$ cat src/rtl/fpu_cmp_issue.sv
// Issue/sequencer stage for the FPU compare core (FEQ/FLT/FLE/FMIN/FMAX).
// Accepts one op, NaN-boxes SP operands, runs the core for one cycle, then
// holds the formatted result for the writeback arbiter.
module fpu_cmp_issue #(
    parameter int unsigned RD_W = 5
) (
    input  logic            CLK,
    input  logic            RST_N,
    input  logic            FLUSH,
    input  logic            REQ_VALID,
    output logic            REQ_READY,
    input  logic [2:0]      REQ_OP,
    input  logic            REQ_SP_DP,
    input  logic [63:0]     REQ_RS1,
    input  logic [63:0]     REQ_RS2,
    input  logic [RD_W-1:0] REQ_RD,
    output logic [63:0]     CMP_INPUT_1,
    output logic [63:0]     CMP_INPUT_2,
    output logic            CMP_SP_DP,
    output logic [2:0]      CMP_OPERATION,
    input  logic [63:0]     CMP_OUTPUT,
    input  logic            CMP_INVALID,
    output logic            WB_VALID,
    input  logic            WB_READY,
    output logic [63:0]     WB_DATA,
    output logic [RD_W-1:0] WB_RD,
    output logic            WB_TO_INT,
    output logic            WB_NV,
    output logic            WB_ILLEGAL,
    input  logic            FFLAGS_CLR,
    output logic            FFLAGS_NV
);

    localparam int unsigned DATA_W  = 64;
    localparam logic [DATA_W-1:0] SP_QNAN = 64'h0000_0000_7FC0_0000;

    typedef enum logic [1:0] {IDLE, EXEC, HOLD} state_t;

    state_t            state_q, state_d;
    logic [DATA_W-1:0] rs1_q, rs1_d, rs2_q, rs2_d;
    logic              sp_dp_q, sp_dp_d;
    logic [2:0]        op_q, op_d;
    logic [RD_W-1:0]   rd_q, rd_d;
    logic              wb_valid_q, wb_valid_d;
    logic [DATA_W-1:0] wb_data_q, wb_data_d;
    logic [RD_W-1:0]   wb_rd_q, wb_rd_d;
    logic              wb_to_int_q, wb_to_int_d;
    logic              wb_nv_q, wb_nv_d;
    logic              wb_illegal_q, wb_illegal_d;
    logic              fflags_nv_q, fflags_nv_d;

    logic              req_ready_c;
    logic              accept_c;
    logic              wb_fire_c;

    // Signalling NaN at the selected precision: exp all ones, quiet bit 0, mantissa nonzero
    function automatic logic is_snan(input logic [DATA_W-1:0] v, input logic dp);
        if (dp) return (&v[62:52]) & ~v[51] & (|v[50:0]);
        else    return (&v[30:23]) & ~v[22] & (|v[21:0]);
    endfunction

    // Unboxed SP operands are replaced by the canonical quiet NaN
    function automatic logic [DATA_W-1:0] nan_box(input logic [DATA_W-1:0] v, input logic dp);
        if (!dp && (v[63:32] != 32'hFFFF_FFFF)) return SP_QNAN;
        else                                     return v;
    endfunction

    // Ready and handshake qualifiers
    always_comb begin
        req_ready_c = !FLUSH && ((state_q == IDLE) || ((state_q == HOLD) && WB_READY));
        accept_c    = REQ_VALID && req_ready_c;
        wb_fire_c   = wb_valid_q && WB_READY;
    end

    // Next-state, operand latching and result formatting
    always_comb begin
        state_d      = state_q;
        rs1_d        = rs1_q;
        rs2_d        = rs2_q;
        sp_dp_d      = sp_dp_q;
        op_d         = op_q;
        rd_d         = rd_q;
        wb_valid_d   = wb_valid_q;
        wb_data_d    = wb_data_q;
        wb_rd_d      = wb_rd_q;
        wb_to_int_d  = wb_to_int_q;
        wb_nv_d      = wb_nv_q;
        wb_illegal_d = wb_illegal_q;

        if (accept_c) begin
            rs1_d   = nan_box(REQ_RS1, REQ_SP_DP);
            rs2_d   = nan_box(REQ_RS2, REQ_SP_DP);
            sp_dp_d = REQ_SP_DP;
            op_d    = REQ_OP;
            rd_d    = REQ_RD;
        end

        case (state_q)
            IDLE: begin
                if (accept_c) state_d = EXEC;
            end
            EXEC: begin
                if (FLUSH) begin
                    state_d = IDLE;
                end else begin
                    state_d      = HOLD;
                    wb_valid_d   = 1'b1;
                    wb_rd_d      = rd_q;
                    wb_illegal_d = 1'b0;
                    case (op_q)
                        3'b000, 3'b001, 3'b010: begin
                            wb_to_int_d = 1'b1;
                            wb_data_d   = {63'b0, CMP_OUTPUT[0]};
                            wb_nv_d     = CMP_INVALID;
                        end
                        3'b100, 3'b101: begin
                            wb_to_int_d = 1'b0;
                            wb_data_d   = sp_dp_q ? CMP_OUTPUT : {32'hFFFF_FFFF, CMP_OUTPUT[31:0]};
                            wb_nv_d     = CMP_INVALID | is_snan(rs1_q, sp_dp_q) | is_snan(rs2_q, sp_dp_q);
                        end
                        default: begin
                            wb_to_int_d  = 1'b1;
                            wb_data_d    = '0;
                            wb_nv_d      = 1'b0;
                            wb_illegal_d = 1'b1;
                        end
                    endcase
                end
            end
            HOLD: begin
                if (FLUSH) begin
                    state_d    = IDLE;
                    wb_valid_d = 1'b0;
                end else if (wb_fire_c) begin
                    wb_valid_d = 1'b0;
                    state_d    = accept_c ? EXEC : IDLE;
                end
            end
            default: state_d = IDLE;
        endcase

        // Set on an NV writeback takes priority over software clear
        if (wb_fire_c && wb_nv_q) fflags_nv_d = 1'b1;
        else if (FFLAGS_CLR)      fflags_nv_d = 1'b0;
        else                      fflags_nv_d = fflags_nv_q;
    end

    // State and datapath registers
    always_ff @(posedge CLK or negedge RST_N) begin
        if (!RST_N) begin
            state_q      <= IDLE;
            rs1_q        <= '0;
            rs2_q        <= '0;
            sp_dp_q      <= 1'b0;
            op_q         <= '0;
            rd_q         <= '0;
            wb_valid_q   <= 1'b0;
            wb_data_q    <= '0;
            wb_rd_q      <= '0;
            wb_to_int_q  <= 1'b0;
            wb_nv_q      <= 1'b0;
            wb_illegal_q <= 1'b0;
            fflags_nv_q  <= 1'b0;
        end else begin
            state_q      <= state_d;
            rs1_q        <= rs1_d;
            rs2_q        <= rs2_d;
            sp_dp_q      <= sp_dp_d;
            op_q         <= op_d;
            rd_q         <= rd_d;
            wb_valid_q   <= wb_valid_d;
            wb_data_q    <= wb_data_d;
            wb_rd_q      <= wb_rd_d;
            wb_to_int_q  <= wb_to_int_d;
            wb_nv_q      <= wb_nv_d;
            wb_illegal_q <= wb_illegal_d;
            fflags_nv_q  <= fflags_nv_d;
        end
    end

    assign REQ_READY     = req_ready_c;
    assign CMP_INPUT_1   = rs1_q;
    assign CMP_INPUT_2   = rs2_q;
    assign CMP_SP_DP     = sp_dp_q;
    assign CMP_OPERATION = op_q;
    assign WB_VALID      = wb_valid_q;
    assign WB_DATA       = wb_data_q;
    assign WB_RD         = wb_rd_q;
    assign WB_TO_INT     = wb_to_int_q;
    assign WB_NV         = wb_nv_q;
    assign WB_ILLEGAL    = wb_illegal_q;
    assign FFLAGS_NV     = fflags_nv_q;

endmodule

$ cat config.mk
export PLATFORM = sky130hd
export DESIGN_NAME = fpu_cmp_issue
export DESIGN_NICKNAME = d
export VERILOG_FILES = /design/src/rtl/fpu_cmp_issue.sv
export SDC_FILE = /design/constraint.sdc
export NUM_CORES = 1
export LEC_CHECK = 0
export BUFFER_PORTS_ARGS = -buffer_cell sky130_fd_sc_hd__buf_2
export CORE_AREA = 2 2 160 162
export DETAILED_ROUTE_END_ITERATION = 16
export DIE_AREA = 0 0 162 164
export PLACE_DENSITY = 0.65
export SLEW_MARGIN = 20
export SYNTH_ARGS = -nofsm -noshare
export SYNTH_HDL_FRONTEND = slang
export SYNTH_SLANG_ARGS = --single-unit
$ cat constraint.sdc
create_clock -name CLK -period 4.35 [get_ports CLK]
set_input_delay 0.435 -clock CLK [delete_from_list [all_inputs] [get_ports CLK]]
set_output_delay 0.435 -clock CLK [all_outputs]
set_load 0.05 [all_outputs]
==> results_dict.tcl <==
set metrics [dict create \
    critPathMaxFanout 32 \
    maxCapViolations 0 \
    dr.pass1.iters 4 \
    endpoint_kind "register" \
    synthDistinctLibCells 33 \
    hold_viol 0 \
    clockBufferDepth 3 \
    die_h_um 164 \
    vias 7473 \
    netlist_area_um2 8384 \
    worstPathArrival_ns 2.87 \
    drv_slew 0 \
    num-nets-final 1332 \
    die_area_um2 26570 \
    grt_setup_unrepaired "false" \
    syn-mean-instance-area_um2 11.52 \
    stdcell_count 1470 \
    ys_ff_latch 213 \
    p_leak_nw 5.875 \
    synth.area.top_cells "dfrtp_1, a22o_1, o21ai_0" \
    cts_max_level 1 \
    skew_ns 0.01596 \
    timing.slew.headroom_pct 30.26 \
    insertion_delay_ns 0.51 \
    async_flop_share_pct 100.0 \
    place_inst 1428 \
    netlist_instances 728 \
    cts-buffers-inserted 23 \
    core_um2 24820 \
    outcome "complete, no violations" \
    syn-num-nets 936 \
    cts_tree "done" \
    fill_cells 2377 \
    whs_path_depth 2 \
    globalplace.congestion 0.8798 \
    cts-root-buf "clkbuf_16" \
    grt_util_all_layers_pct 19.74 \
    grt_pass1_wl_mm 41.40 \
    dpl.hpwl_mm 20.21 \
    setup_viol 0 \
    synth_ff_type "dfrtp_1" \
    routed_via_density 5.084 \
    antenna_found_initial 2 \
    synth.top_cell.area_share_pct 63.57 \
    grt_use_met1_pct 25.00 \
    cellPowerDensity_nw_per_um2 568.4 \
    tightest_slew_ns 1.045 \
    rows 58 \
    yosys_warnings 0 \
    grtUsageMet2_pct 32.63 \
    drive_above_1_share_pct 41.18 \
    antenna_left 0 \
    r2r_cells 6 \
    hp-class "in -> reg" \
    routedWlPerCell_um 18.71 \
    final_cell_mix "buf_2, dfrtp_1, nand2_1, a22o_1, o21ai_0" \
    synth_edf_count 0 \
    grtUsageMet3_pct 5.202 \
    worst-setup-path-type "reg -> reg" \
    grt_pass1_vias 7323 \
    yosysTopAreaCell "dfrtp_1" \
    fmax_mhz 411.3 \
    drtIter0Drc 354 \
    clk_pin_slew_worst_paths_ns 0.06 \
    startpoint_type "register" \
    post-route-period-util_pct 55.89 \
    start_util_pct 33.78 \
    areaGrowthSynthToFinish_pct 36.70 \
    fin_tns_setup_ns 0 \
    worst_ep_required_time_ns 4.79 \
    cts.sinks 213 \
    grt_max_degree 92 \
    finalCriticalPeriod_ns 2.431 \
    pin_count 415 \
    seq_area_frac_synth_pct 63.57 \
    grt_overflow 0 \
    die_w_um 162 \
    port_buffers 414 \
    wl_mm 27.50 \
    ir_drop_mv 0.3371 \
    grt-busiest-layer "met2" \
    postCtsSetupBuffers 0 \
    cts_resized 0 \
    drcViolationCount 0 \
    final_common_cell "buf_2" \
]
-- cell usage after synthesis, types with 2 or more instances --
| cell | count |
|---|---|
| nor3_1 | 3 |
| buf_6 | 3 |
| mux2_2 | 6 |
| nand2_1 | 125 |
| nand4_1 | 28 |
| nor4_1 | 28 |
| nor2_1 | 5 |
| nand2b_1 | 2 |
| clkbuf_1 | 25 |
| nand4b_1 | 2 |
| a22o_1 | 112 |
| nand3_1 | 4 |
| o21ai_0 | 102 |
| nor4b_1 | 3 |
| nor2_4 | 2 |
| a21oi_1 | 5 |
| dfrtp_1 | 213 |
| o22a_1 | 18 |
| buf_2 | 24 |
| inv_1 | 5 |
-- report_power, final --
part	switching, mW	internal [mW]	total, mW
logic	1.60	0.519	2.12
registers	0.246	2.30	2.54
clock network	0.768	1.08	1.85
-- worst paths after layout --
check	slack [ns]	start	end
worst max-delay path	1.92	state_q[0]	CMP_INPUT_2[50]
worst min-delay path	0.13	FFLAGS_CLR	FFLAGS_NV
worst max register to register	1.92	state_q[0]	CMP_INPUT_2[50]
worst min register to register	0.47	WB_DATA[8]	WB_DATA[8]
max in group asynchronous	2.85	RST_N	CMP_OPERATION[0]
min in group asynchronous	0.53	RST_N	WB_DATA[62]
-- critical path, cell delays in order, from the launching register on --
cell      delay (ns)
dfrtp_1         0.43
nor2_2          0.11
a21boi_2        0.24
nand2_4         0.27
nor2_4          0.70
buf_4           0.41
a22o_1          0.18
-- state kept, by name, summed over array words and instances (netlist names) --
register	cells
CMP_SP_DP	1
rd_q	5
CMP_OPERATION	3
CMP_INPUT_1	64
FFLAGS_NV	1
WB_ILLEGAL	1
WB_VALID	1
WB_RD	5
WB_TO_INT	1
CMP_INPUT_2	64
state_q	2
WB_NV	1
WB_DATA	64
-- layer usage --
metal	part of all wire (%)	routed length, um
met1	42	11420
met2	47	12870
met3	8.0	2197
met4	3.6	1003
met5	0.047	13
-- cells by family after synthesis --
family	after synthesis	share of synthesized area [%]
mux	6	0.8058
flops	213	63.57
simple gates	209	11.95
compound gates	242	20.44
buf+inv	58	3.223
-- metrics by stage --
stage	power [mW]	hold slack, ns	util [%]	cell area (um^2)	worst slack (ns)
global route	6.811	0.1075	46.18	11460	1.674
floorplan	4.034	0.1394	-	8384	2.259
CTS	6.588	0.09455	46.17	11460	1.910
global placement	4.682	0.4564	43.17	10720	1.696
detailed placement	4.707	0.4644	43.28	10740	1.768
finish	6.514	0.1307	46.18	11460	1.919
-- final cells by class --
| type | instances | area [um^2] | share of cell area (%) |
|---|---|---|---|
| clock buffer | 34 | 646.9 | 5.644 |
| timing repair buffer | 424 | 2192 | 19.13 |
| inverter | 5 | 18.77 | 0.1638 |
| multi-input combinational | 457 | 2799 | 24.42 |
| clock inverter | 6 | 58.81 | 0.5131 |
| tap | 330 | 412.9 | 3.603 |
| sequential | 213 | 5330 | 46.51 |
| antenna | 1 | 2.502 | 0.02183 |
-- timing repair --
item                                    CTS  global route
endpoints found under the setup margin    0             0
hold buffers                              1             0
endpoints found under the hold margin    85             0
Power figures use the tool's default switching activity.
